### config.mk
export PLATFORM = sky130hd
export DESIGN_NAME = instr_fetch_flat
export DESIGN_NICKNAME = d
export VERILOG_FILES = /design/src/rtl/instr_fetch_if.sv /design/src/rtl/instr_fetch.sv /design/src/flat_wrapper.sv
export SDC_FILE = /design/constraint.sdc
export NUM_CORES = 1
export LEC_CHECK = 0
export BUFFER_PORTS_ARGS = -buffer_cell sky130_fd_sc_hd__buf_2
export CORE_ASPECT_RATIO = 1.25
export CORE_MARGIN = 4
export CORE_UTILIZATION = 40
export CTS_CLUSTER_SIZE = 14
export DETAILED_ROUTE_END_ITERATION = 8
export PLACE_DENSITY = 0.69
export SLEW_MARGIN = 15
export SYNTH_ARGS = -nofsm -noshare
export SYNTH_HDL_FRONTEND = slang
export SYNTH_SLANG_ARGS = --single-unit
export TNS_END_PERCENT = 50
### constraint.sdc
create_clock -name clk -period 10.1 [get_ports clk]
set_input_delay 1.01 -clock clk [delete_from_list [all_inputs] [get_ports clk]]
set_output_delay 1.01 -clock clk [all_outputs]
set_load 0.01 [all_outputs]
### src/rtl/instr_fetch_if.sv
// ============================================================================
// Module      : instr_fetch_if
// Description : ROM read port, decode handshake and redirect bundle for the fetch unit.
// Revision    : 1.0
// ============================================================================
`default_nettype none

interface instr_fetch_if;
  logic [31:0] rom_addr;
  logic [31:0] rom_dout;
  logic        redirect_valid;
  logic [31:0] redirect_target;
  logic        out_valid;
  logic        out_ready;
  logic [31:0] out_instr;
  logic [31:0] out_pc;
  logic        out_fault;
  logic        misalign_err;

  // Fetch-unit side
  modport master (
    output rom_addr,
    input  rom_dout,
    input  redirect_valid,
    input  redirect_target,
    output out_valid,
    input  out_ready,
    output out_instr,
    output out_pc,
    output out_fault,
    output misalign_err
  );

  // Environment side: ROM, decoder and execute
  modport slave (
    input  rom_addr,
    output rom_dout,
    output redirect_valid,
    output redirect_target,
    input  out_valid,
    output out_ready,
    input  out_instr,
    input  out_pc,
    input  out_fault,
    input  misalign_err
  );
endinterface

`default_nettype wire

### src/rtl/instr_fetch.sv
// ============================================================================
// Module      : instr_fetch
// Description : Fetch PC, combinational ROM read and 2-entry instruction queue to decode.
// Revision    : 1.0
// ============================================================================
`default_nettype none

module instr_fetch #(
  parameter logic [31:0] RESET_PC  = 32'hBFC00000,
  parameter logic [31:0] ROM_BASE  = 32'hBFC00000,
  parameter int unsigned ROM_WORDS = 4096
) (
  input  wire logic     clk,
  input  wire logic     rst_n,
  instr_fetch_if.master bus
);

  localparam logic [32:0] c_ROM_END = {1'b0, ROM_BASE} + (33'(ROM_WORDS) << 2);
  localparam logic [31:0] c_NOP     = 32'h00000013;

  logic [31:0] r_fetch_pc;
  logic [1:0]  r_count;
  logic [31:0] r_q_instr [2];
  logic [31:0] r_q_pc    [2];
  logic        r_q_fault [2];
  logic        r_misalign;

  logic [31:0] w_rom_addr;
  logic        w_fault;
  logic [31:0] w_new_instr;
  logic        w_pop;
  logic        w_enq;
  logic [1:0]  w_cnt_after_pop;

  always_comb begin
    w_rom_addr = r_fetch_pc;
    if (bus.redirect_valid) begin
      w_rom_addr = {bus.redirect_target[31:2], 2'b00};
    end
    // 33-bit compare so a window ending at 2^32 does not wrap
    w_fault         = (w_rom_addr < ROM_BASE) || ({1'b0, w_rom_addr} >= c_ROM_END);
    w_new_instr     = w_fault ? c_NOP : bus.rom_dout;
    w_pop           = (r_count != 2'd0) && bus.out_ready && !bus.redirect_valid;
    w_enq           = bus.redirect_valid || (r_count < 2'd2) || w_pop;
    w_cnt_after_pop = r_count - {1'b0, w_pop};
  end

  always_ff @(posedge clk) begin
    if (!rst_n) begin
      r_fetch_pc   <= RESET_PC;
      r_count      <= 2'd0;
      r_misalign   <= 1'b0;
      r_q_instr[0] <= 32'd0;
      r_q_instr[1] <= 32'd0;
      r_q_pc[0]    <= 32'd0;
      r_q_pc[1]    <= 32'd0;
      r_q_fault[0] <= 1'b0;
      r_q_fault[1] <= 1'b0;
    end else begin
      r_misalign <= bus.redirect_valid && (bus.redirect_target[1:0] != 2'b00);
      if (w_enq) begin
        r_fetch_pc <= w_rom_addr + 32'd4;
      end
      if (bus.redirect_valid) begin
        r_count      <= 2'd1;
        r_q_instr[0] <= w_new_instr;
        r_q_pc[0]    <= w_rom_addr;
        r_q_fault[0] <= w_fault;
      end else begin
        if (w_pop) begin
          r_q_instr[0] <= r_q_instr[1];
          r_q_pc[0]    <= r_q_pc[1];
          r_q_fault[0] <= r_q_fault[1];
        end
        // New entry lands behind whatever survives the pop; written last so it wins the shift
        if (w_enq) begin
          r_q_instr[w_cnt_after_pop[0]] <= w_new_instr;
          r_q_pc[w_cnt_after_pop[0]]    <= w_rom_addr;
          r_q_fault[w_cnt_after_pop[0]] <= w_fault;
        end
        r_count <= w_cnt_after_pop + {1'b0, w_enq};
      end
    end
  end

  assign bus.rom_addr     = w_rom_addr;
  assign bus.out_valid    = (r_count != 2'd0);
  assign bus.out_instr    = r_q_instr[0];
  assign bus.out_pc       = r_q_pc[0];
  assign bus.out_fault    = r_q_fault[0];
  assign bus.misalign_err = r_misalign;

endmodule

`default_nettype wire

### src/flat_wrapper.sv
// flat-port wrapper written by rule: the top's interface ports become plain ports
module instr_fetch_flat 
#(
  parameter logic [31:0] RESET_PC  = 32'hBFC00000,
  parameter logic [31:0] ROM_BASE  = 32'hBFC00000,
  parameter int unsigned ROM_WORDS = 4096
)
  (clk, rst_n, bus_rom_addr, bus_rom_dout, bus_redirect_valid, bus_redirect_target, bus_out_valid, bus_out_ready, bus_out_instr, bus_out_pc, bus_out_fault, bus_misalign_err);
  instr_fetch_if bus_i ();
  input  wire logic clk;
  input  wire logic rst_n;
  output wire logic [$bits(bus_i.rom_addr)-1:0] bus_rom_addr;
  input wire logic [$bits(bus_i.rom_dout)-1:0] bus_rom_dout;
  input wire logic [$bits(bus_i.redirect_valid)-1:0] bus_redirect_valid;
  input wire logic [$bits(bus_i.redirect_target)-1:0] bus_redirect_target;
  output wire logic [$bits(bus_i.out_valid)-1:0] bus_out_valid;
  input wire logic [$bits(bus_i.out_ready)-1:0] bus_out_ready;
  output wire logic [$bits(bus_i.out_instr)-1:0] bus_out_instr;
  output wire logic [$bits(bus_i.out_pc)-1:0] bus_out_pc;
  output wire logic [$bits(bus_i.out_fault)-1:0] bus_out_fault;
  output wire logic [$bits(bus_i.misalign_err)-1:0] bus_misalign_err;
  assign bus_rom_addr = bus_i.rom_addr;
  assign bus_i.rom_dout = bus_rom_dout;
  assign bus_i.redirect_valid = bus_redirect_valid;
  assign bus_i.redirect_target = bus_redirect_target;
  assign bus_out_valid = bus_i.out_valid;
  assign bus_i.out_ready = bus_out_ready;
  assign bus_out_instr = bus_i.out_instr;
  assign bus_out_pc = bus_i.out_pc;
  assign bus_out_fault = bus_i.out_fault;
  assign bus_misalign_err = bus_i.misalign_err;
  instr_fetch #(.RESET_PC(RESET_PC), .ROM_BASE(ROM_BASE), .ROM_WORDS(ROM_WORDS)) u_core (.clk(clk), .rst_n(rst_n), .bus(bus_i));
endmodule
==> reports/metrics.yaml <==
floorplanning:
  die-area_um2: 21310
  core_um2: 18710
  initial_utilization_pct: 40.67
  dieWidth_um: 131.4
  fp-row-count: 56
  boundaryPins: 167
  die_h_um: 162.2
cts:
  clkSinkCount: 165
  cts_inserted_buffers: 17
  htree_levels: 4
  cts_buffer_depth: 2
  clk_latency_ns: 0.42
  cts-resized-gates: 0
  cts_hold_buf: 0
  cts.clk_slew.worst_paths_ns: 0.07
  clock-root-buffer: "clkbuf_16"
  tritoncts: "yes"
  post_cts_buffers: 0
yosys:
  yosys.area.top_type: "edfxtp_1"
  syn_avg_cell_area_um2: 11.31
  netlist_top_cells_count: "128 x edfxtp_1, 82 x nor2_1, 47 x nand2_1"
  synth.area.top_cells: "edfxtp_1 51%, dfxtp_1 9.7%, nor2_1 4.0%, mux2i_1 3.8%, a211oi_1 3.5%"
  synth_top_area_share_pct: 50.52
  synth_most_common_cell: "edfxtp_1"
  ys_seq_area_share_pct: 60.25
  synth-edff-count: 128
  yosysUniqueCellTypes: 49
  ys.flop_type: "edfxtp_1"
  synthCells: 673
  async_flop_share_pct: 0
  syn-num-nets: 745
  syn_area_um2: 7609
  synth.ff_latch_count: 165
  yosys_warnings: 0
routing:
  drc: 0
  avgRoutedWirePerCell_um: 16.86
  num_vias: 5676
  drt_iter0_drc: 288
  postRouteAntennaNets: 0
  via_per_inst: 5.290
  wirelength_um: 18090
  firstDrtPassIters: 4
global_routing:
  grt_pass1_vias: 5477
  grt_pass1_wl_um: 28680
  antenna_found_initial: 0
  grt_max_degree: 73
  grtUsageTotal_pct: 16.97
  grt_remaining_overflow: 0
worst_setup_path:
  crit_path_end_kind: "flip-flop"
  crit_type: "in2reg"
  cp_top_family: "simple AND/OR/NAND/NOR gates"
  worstPathRequired_ns: 10.38
  crit_path_max_fanout: 72
  cp_slowest_cell: "nor2_2"
  critPathArrivalTime_ns: 4.20
  slowest_delay_ns: 0.80
  crit_chain: "buf_2, buf_4, mux2i_1, inv_1, a211oi_1, nand4_2, nor2_2, and2_1"
  start_kind: "input port"
  path_buf_inv: 3
timing:
  hold_viol: 0
  fin_worst_skew_ns: 0.01056
  slew_viol_final: 0
  setup_tns_ns: 0
  max-slew-margin-rel_pct: 38.06
  layout_min_cycle_time_ns: 3.916
  rsz0062_at_grt: "no"
  layout_setup_ws_ns: 6.184
  fin_crit_sh_pct: 38.77
  setup_viol: 0
  max_clock_freq_ghz: 0.2554
  worst_pin_slew_ns: 0.9291
placement:
  hpwlAfterDp_um: 12550
  place_ws_ns: 5.801
  dpl.cell_count: 1041
  globalplace.congestion: 0.8162
  port_buffers: 166
min_path:
  min_path_type: "reg2reg"
finish:
  nNetsFinal: 900
  drive_above_1_share_pct: 26.28
  postLayoutCoreUtil_pct: 49.61
  syn_to_final_growth_pct: 21.97
  fill_cells: 1727
  num_antenna_cells: 0
  fin_cells: 1073
power:
  p_leak_nw: 4.045
  worst_ir_drop_vdd_uv: 114.3
  p_per_area_nw_per_um2: 182.2
job:
  maxCapViolCount: 0
outcome:
  status: "complete, no violations"
[report_power, final]
| group | total, mW | leakage, nW | internal, mW | switching [mW] |
|---|---|---|---|---|
| Sequential | 0.816 | 1.72 | 0.793 | 0.0229 |
| Clock | 0.676 | 0.298 | 0.396 | 0.280 |
| Combinational | 0.200 | 2.03 | 0.0727 | 0.127 |
| Total | 1.69 | 4.04 | 1.26 | 0.430 |
[routing by layer]
metal  up-vias  global-route usage, %  wire (um)
met3        17                  3.810       1060
met1      2689                  21.37       7734
met4         0                  6.638        278
met2       184                  28.66       9018
li1       2786                      -          -
met5         -                      0          0
[kinds of logic (layout without fill, tap and decap cells)]
family | count (synthesis) | in the layout | synth area share (%)
flip-flops | 165 | 165 | 60.25
multiplexers | 29 | 29 | 3.815
XOR/XNOR | 18 | 18 | 2.072
adder cells (fa/ha/maj) | 4 | 4 | 0.6578
AND/OR/NAND/NOR | 249 | 249 | 16.38
buffers and inverters | 77 | 245 | 4.226
AO/OA/AOI/OAI | 131 | 131 | 12.60
[worst reg2reg max path, cell delays in order (launching register included)]
cell     delay [ns]
dfxtp_1        0.35
o21ai_0        0.35
nor2_1         0.08
ha_1           0.35
inv_1          0.09
o21ai_0        0.15
o21ai_4        0.50
buf_4          0.36
nor3_2         0.08
buf_4          0.24
a22o_1         0.23
[area by class of cell]
| type | count | area, um2 | area share [%] |
|---|---|---|---|
| clock buffers | 17 | 425.4 | 4.584 |
| clock inverters | 15 | 191.4 | 2.063 |
| inverters | 37 | 138.9 | 1.497 |
| multi-input cells | 431 | 2744 | 29.57 |
| flip-flops and latches | 165 | 4584 | 49.40 |
| well taps | 232 | 290.3 | 3.128 |
| repair buffers | 176 | 905.9 | 9.761 |
[metrics by stage]
step	power (mW)	cell area (um2)	hold WS (ns)
after floorplan	0.9406	7609	0.4432
after global placement	1.030	8663	0.4550
after detailed placement	1.033	8663	0.4613
after CTS	1.709	9280	0.4726
after global routing	1.755	9280	0.4904
final	1.691	9280	0.4727
[path summary, 6_finish.rpt]
path	startpoint	to	slack (ns)	cells past startpoint
setup / recovery	bus_redirect_valid	u_core.r_q_instr[1][17]$_SDFFCE_PN0P_	6.18	8
hold / removal	u_core.r_fetch_pc[8]$_SDFFE_PN0N_	u_core.r_fetch_pc[8]$_SDFFE_PN0N_	0.47	2
setup reg to reg	u_core.r_count[1]$_SDFF_PP0_	u_core.r_q_instr[0][29]$_DFFE_PP_	7.07	10
hold reg to reg	u_core.r_fetch_pc[8]$_SDFFE_PN0N_	u_core.r_fetch_pc[8]$_SDFFE_PN0N_	0.47	2
[state kept, by name (all words and copies together), names as in the netlist]
name,flops
u_core.bus.misalign_err,1
u_core.r_count,2
u_core.r_fetch_pc,32
u_core.r_q_fault,2
u_core.r_q_instr,64
u_core.r_q_pc,64
[cell usage in the layout (no fill, tap or decap), drive strengths merged, types with 2 or more instances in the layout]
cell type / instances
and3: 5
bufinv: 3
dfxtp: 37
or4: 2
and3b: 2
a21oi: 18
nand2b: 4
or2: 2
inv: 44
xnor2: 17
nand3: 26
clkinvlp: 2
o22ai: 2
buf: 176
nor2: 82
clkbuf: 17
nor4: 7
and2: 34
a22o: 30
a211oi: 36
mux2i: 29
clkinv: 3
o31a: 5
edfxtp: 128
nand4b: 7
or3: 4
a22oi: 2
o311ai: 8
nand3b: 2
o21a: 3
nand2: 47
nand4: 15
ha: 4
o21ai: 21
nor3: 6
nor2b: 3
Power figures use the tool's default switching activity.
